<file path="src/rtl/serial_subtractor_pkg.sv">
// Shared definitions for the bit-serial arithmetic blocks: FSM state
// encodings and the default operand width, which the ripple-adder bench
// also uses so both sides agree on operand layout.
package serial_arith_pkg;

  // Operand/result width used when the instantiating code gives none.
  localparam int DEFAULT_WIDTH = 3;

  // Sequencer states for the serial subtractor.
  typedef enum logic [1:0] {
    ST_IDLE  = 2'd0,
    ST_SHIFT = 2'd1,
    ST_DONE  = 2'd2
  } state_t;

endpackage : serial_arith_pkg

</file>
<file path="src/rtl/serial_subtractor_bit_sub_cell.sv">
// bit_sub_cell: combinational 1-bit full subtractor (a - b - bin).
// When SERIAL_SUB_ADD_MODE_EN is defined the cell gains a 'mode' input.
// mode=1 turns it into a full adder, with bout carrying the carry-out.
module bit_sub_cell
  import serial_arith_pkg::*;
(
  input  logic a,
  input  logic b,
  input  logic bin,
`ifdef SERIAL_SUB_ADD_MODE_EN
  input  logic mode,
`endif
  output logic d,
  output logic bout
);

  logic sub_bout;

  // The sum/difference bit is the same XOR for both add and subtract.
  assign d = a ^ b ^ bin;

  // A borrow is needed when b exceeds a, or when they are equal and a borrow
  // is already pending.
  assign sub_bout = (~a & b) | (~(a ^ b) & bin);

`ifdef SERIAL_SUB_ADD_MODE_EN
  logic add_cout;

  // The carry for addition is the majority of the three inputs.
  assign add_cout = (a & b) | (a & bin) | (b & bin);
  assign bout     = mode ? add_cout : sub_bout;
`else
  assign bout = sub_bout;
`endif

endmodule : bit_sub_cell

</file>
<file path="src/rtl/serial_subtractor.sv">
// serial_subtractor: bit-serial, multi-cycle a - b - borrow_in, LSB first,
// WIDTH cycles per operation with a start/ready/done handshake.
// Optional macro SERIAL_SUB_ADD_MODE_EN adds an add_mode input that selects
// a + b + borrow_in instead. In that mode borrow_out carries the carry-out.
module serial_subtractor
  import serial_arith_pkg::*;
#(
  parameter int WIDTH = DEFAULT_WIDTH
) (
  input  logic             clk,
  input  logic             rst_n,
  input  logic             start,
  input  logic [WIDTH-1:0] a,
  input  logic [WIDTH-1:0] b,
  input  logic             borrow_in,
`ifdef SERIAL_SUB_ADD_MODE_EN
  input  logic             add_mode,
`endif
  output logic             ready,
  output logic             done,
  output logic [WIDTH-1:0] diff,
  output logic             borrow_out
);

  // The counter must be able to hold WIDTH. It is derived from WIDTH so
  // that it cannot be set independently.
  localparam int CNT_W = $clog2(WIDTH + 1);
  localparam logic [CNT_W-1:0] LAST_BIT = CNT_W'(WIDTH - 1);

  state_t           state;
  logic [WIDTH-1:0] a_sr;
  logic [WIDTH-1:0] b_sr;
  logic [WIDTH-1:0] res_sr;
  logic [CNT_W-1:0] cnt;
  logic             br;
  logic             cell_d;
  logic             cell_bout;
  logic [WIDTH-1:0] res_next;

`ifdef SERIAL_SUB_ADD_MODE_EN
  logic             mode_r;
`endif

  // One full-subtractor slice handles the current LSB of both operands.
  bit_sub_cell u_cell (
    .a    (a_sr[0]),
    .b    (b_sr[0]),
    .bin  (br),
`ifdef SERIAL_SUB_ADD_MODE_EN
    .mode (mode_r),
`endif
    .d    (cell_d),
    .bout (cell_bout)
  );

  // The new bit enters at the MSB. After WIDTH shifts, the first bit computed
  // has reached bit 0.
  assign res_next = {cell_d, res_sr[WIDTH-1:1]};

  // Sequencer, datapath shift registers, and registered handshake/result outputs.
  always_ff @(posedge clk or negedge rst_n) begin
    if (!rst_n) begin
      state      <= ST_IDLE;
      a_sr       <= '0;
      b_sr       <= '0;
      res_sr     <= '0;
      cnt        <= '0;
      br         <= 1'b0;
      ready      <= 1'b1;
      done       <= 1'b0;
      diff       <= '0;
      borrow_out <= 1'b0;
`ifdef SERIAL_SUB_ADD_MODE_EN
      mode_r     <= 1'b0;
`endif
    end else begin
      case (state)
        ST_IDLE: begin
          done <= 1'b0;
          if (start) begin
            a_sr  <= a;
            b_sr  <= b;
            br    <= borrow_in;
            cnt   <= '0;
            ready <= 1'b0;
`ifdef SERIAL_SUB_ADD_MODE_EN
            mode_r <= add_mode;
`endif
            state <= ST_SHIFT;
          end
        end

        ST_SHIFT: begin
          a_sr   <= {1'b0, a_sr[WIDTH-1:1]};
          b_sr   <= {1'b0, b_sr[WIDTH-1:1]};
          br     <= cell_bout;
          res_sr <= res_next;
          cnt    <= cnt + CNT_W'(1);
          if (cnt == LAST_BIT) begin
            diff       <= res_next;
            borrow_out <= cell_bout;
            done       <= 1'b1;
            state      <= ST_DONE;
          end
        end

        ST_DONE: begin
          done  <= 1'b0;
          ready <= 1'b1;
          state <= ST_IDLE;
        end

        default: begin
          done  <= 1'b0;
          ready <= 1'b1;
          state <= ST_IDLE;
        end
      endcase
    end
  end

endmodule : serial_subtractor
</file>
<file path="config.mk">
export PLATFORM = sky130hd
export DESIGN_NAME = serial_subtractor
export DESIGN_NICKNAME = d
export VERILOG_FILES = /design/src/rtl/serial_subtractor_pkg.sv /design/src/rtl/serial_subtractor_bit_sub_cell.sv /design/src/rtl/serial_subtractor.sv
export SDC_FILE = /design/constraint.sdc
export NUM_CORES = 1
export LEC_CHECK = 0
export CELL_PAD_IN_SITES_DETAIL_PLACEMENT = 1
export CELL_PAD_IN_SITES_GLOBAL_PLACEMENT = 2
export CORE_MARGIN = 3
export CORE_UTILIZATION = 36
export CTS_CLUSTER_SIZE = 30
export DETAILED_ROUTE_END_ITERATION = 10
export DONT_BUFFER_PORTS = 1
export GPL_ROUTABILITY_DRIVEN = 1
export PLACE_DENSITY = 0.81
export SKIP_CTS_REPAIR_TIMING = 1
export SLEW_MARGIN = 20
export SYNTH_ARGS = -nofsm -noshare
export SYNTH_HDL_FRONTEND = slang
export SYNTH_HIERARCHICAL = 1
export SYNTH_SLANG_ARGS = --single-unit
export TNS_END_PERCENT = 1
</file>
<file path="constraint.sdc">
create_clock -name clk -period 1.3 [get_ports clk]
set_input_delay 0.325 -clock clk [delete_from_list [all_inputs] [get_ports clk]]
set_output_delay 0.325 -clock clk [all_outputs]
set_load 0.02 [all_outputs]
</file>
==> run_results.csv, run 1 <==
group,metric,value,unit
sta,slew_viol_final,0,
yosys,synth_top_area_share,50.78,%
worst_hold_path,hp-start,"start",
pwr,p_seq_share,49.7,%
detailed_routing,vias_per_cell,5.394,
clocking,root_buffer,"clkbuf_4",
worst_setup_path,startpoint_type,"register",
yosys,synth_cells,65,
global_routing,met3_usage,2.320,%
worst_setup_path,arrival,1.47,ns
sta,tightest_slew,0.8720,ns
die,coreArea,2276,µm²
worst_setup_path,crit_fanout,2,
yosys,ys_types,24,
sta,slew_headroom,41.67,%
global_routing,antenna_found_initial,0,
placed_design,place_congestion,0.7108,
yosys,netlist_top_cells_area,"dfrtp_1 51%, mux2_2 7.6%, or4b_1 5.6%, o221a_2 5.1%, dfstp_2 3.0%",
yosys,synth_area,887.1,µm²
sta,fmax,780.0,MHz
clocking,cts_buffer_depth,2,
yosys,ys_ff_latch,19,
layout,final_util,42.72,%
yosys,syn_area_per_cell,13.65,µm²
worst_setup_path,cp-startpoint,"a_sr[0]",
run_status,outcome,"completed",
worst_setup_path,end_kind,"register",
detailed_routing,drt-total-wl,1.535,mm
worst_setup_path,r2r-start,"a_sr[0]",
yosys,synth_top_cell_by_area,"dfrtp_1",
detailed_routing,drc,0,
yosys,yosysWarnings,6,
die,die_height,55.64,µm
die,rows,17,
die,initial_core_util,38.98,%
pwr,p_switching,890.9,µW
sta,rsz0062_at_grt,"yes",
layout,antennaDiodeCount,0,
global_routing,use_met1,14.77,%
pwr,comb_power_share,38.2,%
clocking,cts.clk_slew.worst_paths,0.11,ns
global_routing,grt_overflow_total,0,
yosys,synthTopCellsByCount,"18 x dfrtp_1, 6 x inv_1, 6 x mux2_2, 5 x or4b_1, 4 x o221a_2",
pwr,p_int,1572,µW
yosys,synth_flop_cell,"dfrtp_1",
worst_hold_path,hp-class,"input pin to register",
global_routing,grt_pass1_vias,586,
placed_design,place_hpwl,1.152,mm
clocking,clock_latency,0.29,ns
global_routing,grt_use_met2,17.40,%
detailed_routing,wl_per_cell,15.51,µm
pwr,switching_share,36.18,%
global_routing,grt_pass1_wl,2.753,mm
yosys,yosysSeqAreaShare,53.74,%
pwr,irDropWorstVdd,0.9159,mV
layout,final_nets,84,
sta,fin_crit,1.282,ns
layout,drive_above_1_share,40.85,%
layout,seqCellArea,479.2,µm²
die,pin_count,16,
die,die_area,3096,µm²
clocking,numCtsBuffers,3,
clocking,htreeDepth,1,
pwr,clkPwrFrac,12.1,%
pwr,power,2463,µW
yosys,synth_edf_count,0,
detailed_routing,ant_nets,0,
sta,skew,0.0008390,ns
detailed_routing,drt_first_pass_iters,2,
placed_design,place.port_buffers,0,
detailed_routing,vias,534,
sta,setup_viol,0,
sta,hold_viol_final,0,
yosys,yosysMostFrequentCell,"dfrtp_1",
global_routing,busiest_layer,"met2",
worst_setup_path,path_class,"register to register",
clocking,cts_num_sinks,19,
global_routing,grtUsageTotal,11.30,%
worst_setup_path,worstPathRequired,1.49,ns
detailed_routing,drt_iter0_markers,6,
yosys,syn-num-nets,77,
flow_run,cap_viol_max_count,0,
global_routing,grt_max_degree,20,
yosys,async_flop_share,100.0,%
pwr,powerDensity,2533,nW/µm²
layout,syn2layout_area_growth,9.591,%
layout,nFillCells,244,
sta,period_share,98.63,%
die,die_w,55.64,µm
layout,multiInputGateArea,360.3,µm²
sta,setup_tns,0,ns
clocking,cts_tree,"yes",
pwr,cellLeakagePower,0.0004562,µW
[state kept, by name, indices dropped and copies added (netlist names)]
signal and count:
b_sr 3, diff 3, ready 1, cnt 2
done 1, a_sr 3, borrow_out 1, br 1
state 2, res_sr 2
[cell families (layout without fill, tap and decap cells)]
| kind of cell | Yosys count | after routing | synth area share, % |
|---|---|---|---|
| DFF | 19 | 19 | 53.74 |
| adders and majority gates | 2 | 2 | 3.667 |
| buffers and inverters | 10 | 16 | 6.204 |
| muxes | 7 | 7 | 8.744 |
| AOI/OAI and AO/OA | 11 | 11 | 11.85 |
| and+or+nand+nor | 16 | 16 | 15.80 |
[through the flow]
| step | instance area (µm²) | setup WS [ns] | instances | hold WS (ns) |
|---|---|---|---|---|
| 2_1_floorplan | 887.1 | 0.04518 | 65 | 0.02941 |
| 3_3_place_gp | 919.6 | 0.02321 | 93 | 0.02988 |
| 3_5_place_dp | 919.6 | 0.01432 | 93 | 0.02983 |
| 4_1_cts | 947.2 | -0.002067 | 97 | -0.3019 |
| 5_1_grt | 972.2 | -0.04172 | 99 | 0.2264 |
| 6_report | 972.2 | 0.01787 | 99 | 0.2116 |
[final timing paths]
check                                  to  slack, ns  cells past startpoint
worst max-delay path            res_sr[2]       0.02                      2
worst min-delay path             state[0]       0.21                      2
worst max register to register  res_sr[2]       0.02                      2
worst min register to register     cnt[0]       0.48                      1
max in group asynchronous        state[0]       0.13                      1
min in group asynchronous          cnt[0]       0.58                      1
[layer usage]
metal	routed length, µm	share of wire (%)
met1	730	48
met3	31	2.0
met4	21	1.4
met5	0	0
met2	753	49
[area by class of cell]
class / instances / share of cell area [%]
clock buffers: 3 / 2.317
clock inverters: 1 / 0.5148
inverters: 6 / 2.317
multi-input cells: 36 / 37.07
flip-flops and latches: 19 / 49.29
well taps: 28 / 3.604
repair buffers: 6 / 4.891
[critical path, stage by stage (launching register included)]
cell     delay, ns
dfrtp_1       0.42
fa_1          0.49
mux2_2        0.27
[placed cells by master (no fill, tap or decap), drive strengths merged]
cell	synthesis	final
inv	6	6
mux2i	1	1
a21oi	1	1
or3b	1	1
a211o	2	2
clkinv	0	1
nand2b	3	3
o21ba	1	1
dlygate4sd3	0	1
clkbuf	1	3
or4b	5	5
o22ai	1	1
ha	1	1
buf	3	5
o211a	1	1
nand3b	1	1
a21o	1	1
mux2	6	6
nor3b	2	2
nor4bb	2	2
fa	1	1
nor2	2	2
dfrtp	18	18
o221a	4	4
dfstp	1	1
[power groups by stage]
stage | Sequential [µW] | Clock [µW] | Combinational, µW
floorplan | 1160 | 0 | 799
global placement | 1220 | 0 | 892
detailed placement | 1240 | 0 | 915
CTS | 1220 | 306 | 915
global route | 1270 | 338 | 1090
finish | 1220 | 298 | 941
No activity file was read; power rests on OpenSTA's default activity.
==> run 2: changes to the inputs <==
--- a/config.mk
+++ b/config.mk
@@ -14,6 +14,7 @@
 export DONT_BUFFER_PORTS = 1
 export GPL_ROUTABILITY_DRIVEN = 1
 export PLACE_DENSITY = 0.81
+export RECOVER_POWER = 25
 export SKIP_CTS_REPAIR_TIMING = 1
 export SLEW_MARGIN = 20
 export SYNTH_ARGS = -nofsm -noshare
==> run 2 against run 1 <==
Effect of this change: sequential share of layout area up 0.062 points; design area down 0.39%; flip-flop and latch count unchanged; sequential power about the same; clock skew up 0.00094 ns; global-route usage unchanged; critical path type unchanged; critical endpoint unchanged; highest routed layer is now met3.
==> run_results.csv, run 2 (synthesis gave the netlist of run 1 again) <==
group,metric,value,unit
global_routing,grt_max_degree,20,
layout,final_nets,84,
detailed_routing,drt_first_pass_iters,4,
sta,fmax,779.7,MHz
placed_design,place_hpwl,1.152,mm
worst_setup_path,startpoint_type,"register",
clocking,clock_latency,0.30,ns
layout,top_regs,"a_sr (3), b_sr (3), diff (3)",
global_routing,grt_pass1_wl,2.753,mm
sta,fin_crit,1.283,ns
die,die_area,3096,µm²
global_routing,antenna_found_initial,0,
clocking,numCtsBuffers,3,
sta,slew_viol_final,0,
clocking,htreeDepth,1,
detailed_routing,vias,534,
sta,hold_viol_final,0,
worst_setup_path,end_kind,"register",
sta,slew_headroom,43.12,%
worst_setup_path,worstPathRequired,1.49,ns
run_status,outcome,"completed",
layout,seqCellArea,478.0,µm²
detailed_routing,ant_nets,0,
worst_setup_path,crit_fanout,2,
layout,syn2layout_area_growth,9.168,%
detailed_routing,wl_per_cell,15.53,µm
worst_setup_path,path_cells,"fa_1, mux2_2",
pwr,irDropWorstVdd,0.9159,mV
layout,layout_commonest_cell,"dfrtp_1",
layout,final_cell_mix,"17 x dfrtp_1, 6 x inv_1, 6 x mux2_2, 5 x or4b_1, 5 x buf_4",
sta,period_share,98.66,%
worst_setup_path,slowest_delay,0.49,ns
clocking,cts.clk_slew.worst_paths,0.11,ns
worst_setup_path,cp_num_buf_inv,0,
layout,antennaDiodeCount,0,
worst_setup_path,critical-path-top-delay-family,"adder cells",
flow_run,cap_viol_max_count,0,
pwr,powerDensity,2532,nW/µm²
clocking,cts_tree,"yes",
clocking,root_buffer,"clkbuf_4",
global_routing,grt_overflow_total,0,
worst_setup_path,critPathSlowestCell,"fa_1",
clocking,cts_buffer_depth,2,
global_routing,grt_pass1_vias,586,
sta,skew,0.001782,ns
die,coreArea,2276,µm²
layout,drive_above_1_share,38.03,%
die,pin_count,16,
clocking,cts_num_sinks,19,
detailed_routing,drt_iter0_markers,6,
worst_hold_path,hp-class,"input pin to register",
global_routing,grtUsageTotal,11.30,%
pwr,power,2452,µW
placed_design,place_congestion,0.7108,
sta,tightest_slew,0.8503,ns
pwr,cellLeakagePower,0.0004573,µW
sta,rsz0062_at_grt,"yes",
die,die_height,55.64,µm
sta,setup_viol,0,
layout,nFillCells,244,
detailed_routing,drc,0,
layout,multiInputGateArea,357.8,µm²
worst_setup_path,arrival,1.47,ns
die,die_w,55.64,µm
placed_design,place.port_buffers,0,
detailed_routing,vias_per_cell,5.394,
placed_design,place_ws,0.01432,ns
sta,worst_slack,0.01748,ns
detailed_routing,drt-total-wl,1.537,mm
worst_setup_path,path_class,"register to register",
die,rows,17,
die,initial_core_util,38.98,%
run 2: cell counts in the layout (fill, tap and decap cells not counted):
Identical to the previous run, type by type.
run 2: metal layers:
metal	vias to the layer above	share of wire [%]	track usage (%)
met5	-	0	0
met4	0	0	6.250
met3	0	2.3	2.320
met2	10	51	17.40
met1	275	47	14.77
li1	249	-	-
run 2: final timing paths:
check / from / to / slack [ns] / cells after the start
worst max-delay path: a_sr[0] / res_sr[2] / 0.02 / 2
worst min-delay path: start / state[0] / 0.21 / 2
worst max register to register: a_sr[0] / res_sr[2] / 0.02 / 2
worst min register to register: cnt[0] / cnt[0] / 0.49 / 1
max in group asynchronous: rst_n / state[1] / 0.16 / 1
min in group asynchronous: rst_n / cnt[0] / 0.57 / 1
run 2: worst reg2reg max path: cells and delay by family (launching register included):
kind | cells | cell delay, ns
adder cells (fa/ha/maj) | 1 | 0.49
flip-flops | 1 | 0.42
multiplexers | 1 | 0.27
run 2: layout make-up:
cell class / count / share of cell area (%)
Clock buffer: 3 / 2.326
Multi-Input combinational cell: 36 / 36.95
Sequential cell: 19 / 49.35
Timing Repair Buffer: 6 / 4.910
Clock inverter: 1 / 0.5168
Tap cell: 28 / 3.618
Inverter: 6 / 2.326
run 2: per-stage QoR:
step                instance area (µm²)    TNS, ns  utilization (%)  cells  hold WS [ns]
finish                            968.4          0            42.55     99        0.2126
global route                      968.4   -0.09809            42.55     99        0.2301
CTS                               947.2  -0.002067            41.62     97       -0.3019
detailed placement                919.6          0            40.41     93       0.02983
global placement                  919.6          0            40.41     93       0.02988
floorplan                         887.1          0                -     65       0.02941
run 2: where the power goes:
part | internal [µW] | switching, µW | leakage [µW]
clock | 115 | 184 | 0.0000177
sequential | 891 | 329 | 0.000227
combinational | 556 | 377 | 0.000212
